`config.mk`:
```
export PLATFORM = sky130hd
export DESIGN_NAME = regfile_wb_arbiter_flat
export DESIGN_NICKNAME = d
export VERILOG_FILES = /design/src/rtl/regfile_wb_arbiter_if.sv /design/src/rtl/regfile_wb_arbiter.sv /design/src/flat_wrapper.sv
export SDC_FILE = /design/constraint.sdc
export NUM_CORES = 1
export LEC_CHECK = 0
export ABC_AREA = 1
export CAP_MARGIN = 20
export CORE_MARGIN = 5
export CORE_UTILIZATION = 45
export CTS_CLUSTER_DIAMETER = 200
export DETAILED_ROUTE_END_ITERATION = 8
export PLACE_DENSITY = 0.9
export SYNTH_ARGS = -nofsm -noshare
export SYNTH_HDL_FRONTEND = slang
export SYNTH_SLANG_ARGS = --single-unit
export TNS_END_PERCENT = 30
```
`constraint.sdc`:
```
create_clock -name clk -period 1.3 [get_ports clk]
set_input_delay 0.26 -clock clk [delete_from_list [all_inputs] [get_ports clk]]
set_output_delay 0.26 -clock clk [all_outputs]
set_load 0.01 [all_outputs]
```
`src/rtl/regfile_wb_arbiter_if.sv`:
```
// Writeback request bundle for the EXU and LSU requesters.
// Carries valid/rd/data from each requester and the per-requester ready.
interface regfile_wb_arbiter_if #(
    parameter int XLEN = 32
);
    logic            ExuValid;
    logic [4:0]      ExuRd;
    logic [XLEN-1:0] ExuData;
    logic            ExuReady;
    logic            LsuValid;
    logic [4:0]      LsuRd;
    logic [XLEN-1:0] LsuData;
    logic            LsuReady;

    modport master (
        output ExuValid, ExuRd, ExuData,
        output LsuValid, LsuRd, LsuData,
        input  ExuReady, LsuReady
    );

    modport slave (
        input  ExuValid, ExuRd, ExuData,
        input  LsuValid, LsuRd, LsuData,
        output ExuReady, LsuReady
    );
endinterface

```
`src/rtl/regfile_wb_arbiter.sv`:
```
// Round-robin arbiter for the register file write port plus busy scoreboard.
// Ports: clk, rst_n, wb (EXU/LSU requests), Issue*/Query*/Busy*, RegWEn/AddrD/DataD.
module regfile_wb_arbiter #(
    parameter int XLEN = 32
) (
    input  logic                 clk,
    input  logic                 rst_n,
    regfile_wb_arbiter_if.slave  wb,
    input  logic                 IssueValid,
    input  logic [4:0]           IssueRd,
    input  logic [4:0]           QueryA,
    input  logic [4:0]           QueryB,
    output logic                 BusyA,
    output logic                 BusyB,
    output logic                 RegWEn,
    output logic [4:0]           AddrD,
    output logic [XLEN-1:0]      DataD
);

    logic            ptr_q, ptr_d;
    logic            regwen_q, regwen_d;
    logic [4:0]      addr_q, addr_d;
    logic [XLEN-1:0] data_q, data_d;
    logic [31:0]     busy_q, busy_d;
    logic            gnt_exu, gnt_lsu;

    // Grants are masked during reset so nothing is accepted then.
    always_comb begin
        gnt_exu = 1'b0;
        gnt_lsu = 1'b0;
        if (rst_n) begin
            if (wb.ExuValid && wb.LsuValid) begin
                gnt_exu = !ptr_q;
                gnt_lsu = ptr_q;
            end else begin
                gnt_exu = wb.ExuValid;
                gnt_lsu = wb.LsuValid;
            end
        end
    end

    assign wb.ExuReady = gnt_exu;
    assign wb.LsuReady = gnt_lsu;

    always_comb begin
        ptr_d    = ptr_q;
        regwen_d = 1'b0;
        addr_d   = addr_q;
        data_d   = data_q;
        if (gnt_exu) begin
            ptr_d    = 1'b1;
            regwen_d = (wb.ExuRd != 5'd0);
            addr_d   = wb.ExuRd;
            data_d   = wb.ExuData;
        end else if (gnt_lsu) begin
            ptr_d    = 1'b0;
            regwen_d = (wb.LsuRd != 5'd0);
            addr_d   = wb.LsuRd;
            data_d   = wb.LsuData;
        end
    end

    // Clear first, then set, so an issue to the register being
    // written back in the same cycle keeps it busy.
    always_comb begin
        busy_d = busy_q;
        if (regwen_q) begin
            busy_d[addr_q] = 1'b0;
        end
        if (IssueValid && (IssueRd != 5'd0)) begin
            busy_d[IssueRd] = 1'b1;
        end
        busy_d[0] = 1'b0;
    end

    always_ff @(posedge clk or negedge rst_n) begin
        if (!rst_n) begin
            ptr_q    <= 1'b0;
            regwen_q <= 1'b0;
            addr_q   <= 5'd0;
            data_q   <= '0;
            busy_q   <= 32'd0;
        end else begin
            ptr_q    <= ptr_d;
            regwen_q <= regwen_d;
            addr_q   <= addr_d;
            data_q   <= data_d;
            busy_q   <= busy_d;
        end
    end

    assign RegWEn = regwen_q;
    assign AddrD  = addr_q;
    assign DataD  = data_q;
    assign BusyA  = busy_q[QueryA];
    assign BusyB  = busy_q[QueryB];

endmodule

```
`src/flat_wrapper.sv`:
```
// flat-port wrapper written by rule: the top's interface ports become plain ports
module regfile_wb_arbiter_flat 
#(
    parameter int XLEN = 32
)
  (clk, rst_n, IssueValid, IssueRd, QueryA, QueryB, BusyA, BusyB, RegWEn, AddrD, DataD, wb_ExuValid, wb_ExuRd, wb_ExuData, wb_LsuValid, wb_LsuRd, wb_LsuData, wb_ExuReady, wb_LsuReady);
  regfile_wb_arbiter_if #(.XLEN(XLEN)) wb_i ();
  input  logic clk;
  input  logic rst_n;
  input  logic IssueValid;
  input  logic [4:0] IssueRd;
  input  logic [4:0] QueryA;
  input  logic [4:0] QueryB;
  output logic BusyA;
  output logic BusyB;
  output logic RegWEn;
  output logic [4:0] AddrD;
  output logic [XLEN-1:0] DataD;
  input wire logic [$bits(wb_i.ExuValid)-1:0] wb_ExuValid;
  input wire logic [$bits(wb_i.ExuRd)-1:0] wb_ExuRd;
  input wire logic [$bits(wb_i.ExuData)-1:0] wb_ExuData;
  input wire logic [$bits(wb_i.LsuValid)-1:0] wb_LsuValid;
  input wire logic [$bits(wb_i.LsuRd)-1:0] wb_LsuRd;
  input wire logic [$bits(wb_i.LsuData)-1:0] wb_LsuData;
  output wire logic [$bits(wb_i.ExuReady)-1:0] wb_ExuReady;
  output wire logic [$bits(wb_i.LsuReady)-1:0] wb_LsuReady;
  assign wb_i.ExuValid = wb_ExuValid;
  assign wb_i.ExuRd = wb_ExuRd;
  assign wb_i.ExuData = wb_ExuData;
  assign wb_i.LsuValid = wb_LsuValid;
  assign wb_i.LsuRd = wb_LsuRd;
  assign wb_i.LsuData = wb_LsuData;
  assign wb_ExuReady = wb_i.ExuReady;
  assign wb_LsuReady = wb_i.LsuReady;
  regfile_wb_arbiter #(.XLEN(XLEN)) u_core (.clk(clk), .rst_n(rst_n), .wb(wb_i), .IssueValid(IssueValid), .IssueRd(IssueRd), .QueryA(QueryA), .QueryB(QueryB), .BusyA(BusyA), .BusyB(BusyB), .RegWEn(RegWEn), .AddrD(AddrD), .DataD(DataD));
endmodule
```
; ---- Word level (Yosys, flattened, before mapping)
; Cells that the tools add are included.
[totals]
word_cells = 45
output_inout_bits = 42
input_bits = 94
register_bits = 70
[op_classes]
bitwise_logic = 3
n_reduce_logical = 9
muxes = 22
magnitude_cmp = 6
[ops]
columns = op, n
row1 = 2-to-1 mux 32 bit, 4
row2 = bitwise AND 32 bit, 1
row3 = inverter 32 bit, 1
row4 = OR 32 bit, 1
row5 = "< comparator 5 x 6 -> 1 bit, second input constant", 4
row6 = nonzero test 5 bit, 3
row7 = 2-to-1 mux 1 bit, 12
row8 = binary-select mux 1 bit (select 5 bit), 2
row9 = demux 1 bit (select 5 bit), 2
row10 = ">= comparator 5 x 1 -> 1 bit, second input constant", 2
row11 = 2-to-1 mux 5 bit, 2
row12 = logical AND 1 bit, 4
row13 = nonzero test 2 bit, 1
row14 = zero test 1 bit, 1

; ---- Logic depth before layout (Yosys ltp)
[depth]
ltp_word = 9
mapped_depth = 11
depth_no_buf = 9

; ---- Worst setup path before layout
; OpenSTA, ideal clock, no wires.
[synth_timing]
path_kind = input to output
from = in QueryA[0]
to = out BusyA
required_time_ns = 1.040
arrival_ns = 0.979
path_stages = 11
path_slack_ns = 0.061
path_buffers = 2
path_cell_list = buf_6 inv_6 buf_6 nand2_1 nand3_1 nand3_1 nand2_1 nand2_1 nand2_1 nand2_1 nand2_1
[synth_via]
elab_chain_cells = 2
[synth_lines]
columns = element, line
row1 = from (decl), flat_wrapper.sv:12  ; input logic [4:0] QueryA;
row2 = binary-select mux 1 bit (select 5 bit), regfile_wb_arbiter.sv:95  ; assign BusyA = busy_q[QueryA];
row3 = 2-to-1 mux 1 bit (implied by the code), regfile_wb_arbiter.sv:95
row4 = to (decl), flat_wrapper.sv:14  ; output logic BusyA;
; Every way passes these cells. The select of a mux whose other input is x is not followed.

; ---- Worst setup path in the final report
[layout_timing]
from = reg u_core.busy_q[25]
to = out BusyA
[layout_via]
elab_chain_cells = 2
[layout_lines]
columns = element, line
row1 = from (decl), regfile_wb_arbiter.sv:24  ; logic [31:0] busy_q, busy_d;
row2 = from (signal assigned), regfile_wb_arbiter.sv:88  ; busy_q <= busy_d;
row3 = binary-select mux 1 bit (select 5 bit), regfile_wb_arbiter.sv:95
row4 = 2-to-1 mux 1 bit (implied by the code), regfile_wb_arbiter.sv:95
; Every way passes these cells. The select of a mux whose other input is x is not followed.

==> out/metrics.csv <==
stage;metric;value;unit
route;ant_nets;0;
die;ios;136;
worst_setup_path;cp_slowest_cell;dfrtp_1;
finish;drive_gt1_share;22.69;%
route;drt-total-wl;16150;µm
yosys;synth_top_family_by_area;simple AND/OR/NAND/NOR gates;
cts;ctsHoldBuffers;0;
sta;finalWorstSetupSlack;-0.3623;ns
yosys;synthesis.nets;587;
sta;setup_viol;29;
yosys;ys_ff_latch;70;
sta;finalCriticalPeriod;1.662;ns
sta;finClkSkew;0.008376;ns
power;ir_worst_vdd;783.0;µV
sta;slew_headroom;63.77;%
sta;fin_tns_setup;-1.737;ns
route;routedWlPerCell;21.01;µm
worst_setup_path;reg2reg_slack;-0.06;ns
worst_setup_path;path_cells;nand2_1, nand3_1, nand3_1, nand2_1, nand2_1, nand2_1, nand2_1, nand2_1, buf_2;
die;num_rows;34;
route;vias_per_cell;5.934;
worst_setup_path;startpoint_type;flip-flop;
worst_setup_path;endpoint;BusyA;
place;port_buffers;135;
place;place.gp.congestion;0.9683;
outcome;violations;negative setup slack;
finish;nets;750;
grt;grt_pass1_vias;4354;
cts;root_buffer;clkbuf_8;
power;clkPwrFrac;21.3;%
outcome;status;finished with violations;
finish;antenna_cells;0;
finish;stdcell_area;5989;µm²
sta;tightest_slew;0.5434;ns
grt;grt_overflow;0;
worst_setup_path;timing.rr.end;u_core.DataD[20];
yosys;synthDistinctLibCells;21;
yosys;synth-adder-area-share;0;%
worst_hold_path;min_path_type;in -> async;
die;fp.dieH;103.3;µm
worst_setup_path;path_class;reg -> out;
sta;hold_viol;0;
place;place_area;5398;µm²
yosys;ys_seq_area_share;44.69;%
cts;cts_tree;built;
grt;grt_util_all_layers;25.70;%
worst_setup_path;cp-startpoint;u_core.busy_q[25];
power;power_density;1424;nW/µm²
yosys;syn-cell-area;3920;µm²
power;power.switching;3.228;mW
sta;fmax;0.6016;GHz
power;leakagePower;2.792;nW
finish;fillers;579;
worst_setup_path;crit_required;1.04;ns
cts;cts_buffers;9;
yosys;syn_avg_cell_area;7.951;µm²
grt;grt_max_degree;45;
yosys;yosysWarnings;0;
die;fp.dieW;103.3;µm
route;drt_iter0_markers;566;
cts;clk-insertion-delay-late;0.34;ns
cts;cts_sinks;70;
power;swShare;37.85;%
power;seq_power_share;42.3;%
sta;maxSlewViolCount;0;
cts;path_clk_slew;0.08;ns
cts;cts_max_path_buffers;2;
worst_setup_path;arrival;1.40;ns
yosys;syn_inst;493;
route;remaining_drc_errors;0;
yosys;synth.area.mux_share;0;%
job;maxCapViolCount;0;
sta;rsz0062_at_grt;true;
worst_setup_path;critPathMaxFanout;3;
die;coreArea;8593;µm²
worst_setup_path;crit_path_frequent_cell;nand2_1;
power;comb_power_share;36.4;%
die;start_util;45.62;%
place;hpwl;9685;µm
worst_setup_path;reg2reg_depth;8;
route;first_pass_iters;7;
power;internal-power;5.302;mW
yosys;synth-xor-area-share;0;%
yosys;synth-compound-area-share;9.671;%
finish;most-common-layout-cells;nand2_1, nand3_1, clkdlybuf4s50_1;
route;route.vias.total;4563;
yosys;synthSimpleGateAreaFrac;37.09;%
die;dieArea;10680;µm²
finish;layout_commonest_cell;nand2_1;
worst_setup_path;crit_path_end_kind;output port;
worst_setup_path;timing.rr.start;u_core.ptr_q;
grt;antenna_found_initial;0;
cts;h-tree-depth;3;
worst_setup_path;critPathMaxStageDelay;0.44;ns
finish;syn2layout_area_growth;52.79;%
sta;timing.final.crit_share;127.9;%
grt;grt_first_pass_wirelength;21200;µm
[flip-flops by register name, summed over array words and instances (netlist names)]
signal	flops
u_core.busy_q	31
u_core.AddrD	5
u_core.ptr_q	1
u_core.DataD	32
u_core.RegWEn	1
[critical path, delay by kind of cell (launching register included)]
family        cells  cell delay (ns)
buf+inv           1             0.13
flops             1             0.44
simple gates      8             0.48
[final cells by class]
type                    instances  area (µm²)  share of cell area [%]
multi-input cells             368        1981                   33.07
repair buffers                174        1775                   29.64
flip-flops and latches         70        1754                   29.29
clock buffers                  12       155.1                   2.590
inverters                      33       143.9                   2.402
well taps                     108       135.1                   2.256
clock inverters                 4       45.04                  0.7520
[through the flow]
step	utilization, %	hold WS, ns	instances	setup slack [ns]	power [mW]
2_1_floorplan	-	-0.03559	493	0.06069	4.692
3_3_place_gp	62.81	0.3484	737	-0.9483	6.217
3_5_place_dp	62.81	0.3591	737	-0.9875	6.309
4_1_cts	66.50	0.03870	760	-0.3527	8.046
5_1_grt	69.70	0.07831	769	-0.5020	8.954
6_report	69.70	0.04219	769	-0.3623	8.530
[layer usage]
| layer | track usage [%] | vias up | share of wire [%] |
|---|---|---|---|
| met3 | 5.835 | 86 | 10 |
| met4 | 11.65 | 0 | 4.8 |
| met1 | 31.10 | 2111 | 34 |
| li1 | - | 1997 | - |
| met5 | 0 | - | 0 |
| met2 | 43.71 | 369 | 51 |
[worst min path at each step]
stage,endpoint,slack [ns]
2_1_floorplan,u_core.AddrD[0],-0.04
3_3_place_gp,u_core.DataD[0],0.35
3_5_place_dp,u_core.DataD[0],0.36
4_1_cts,u_core.DataD[23],0.04
5_1_grt,u_core.DataD[27],0.08
6_report,u_core.DataD[27],0.04
[cell families (layout without fill, tap and decap cells)]
family / count (synthesis) / count (layout)
and+or+nand+nor: 297 / 297
buffers and inverters: 55 / 223
AOI/OAI and AO/OA: 71 / 71
DFF: 70 / 70
[synth_stat cells, drive strengths merged]
library cell  instances  area (µm²)
inv                  33       133.9
o21ai                65       325.3
nor3                  1       5.000
nand4                 1       6.260
a21boi                1       11.26
nor3b                 1       7.510
buf                  19       190.2
nand2               155       639.4
o221ai                4       35.03
o211ai                1       7.510
clkbuf                3       11.26
nand3               139       795.8
dfrtp                70        1752
[power groups by stage]
stage | logic [mW] | registers [mW] | clock network, mW
floorplan | 1.31 | 3.38 | 0
global placement | 2.72 | 3.50 | 0
detailed placement | 2.80 | 3.51 | 0
CTS | 2.79 | 3.48 | 1.78
global route | 3.40 | 3.65 | 1.90
finish | 3.10 | 3.61 | 1.82
[timing repair]
action	CTS	global route
pin swaps	15	2
setup endpoints to repair	82	82
cloned	2	2
gates resized for setup	97	74
endpoints found under the hold margin	0	0
buffers inserted	5	7
Power figures use the tool's default switching activity.
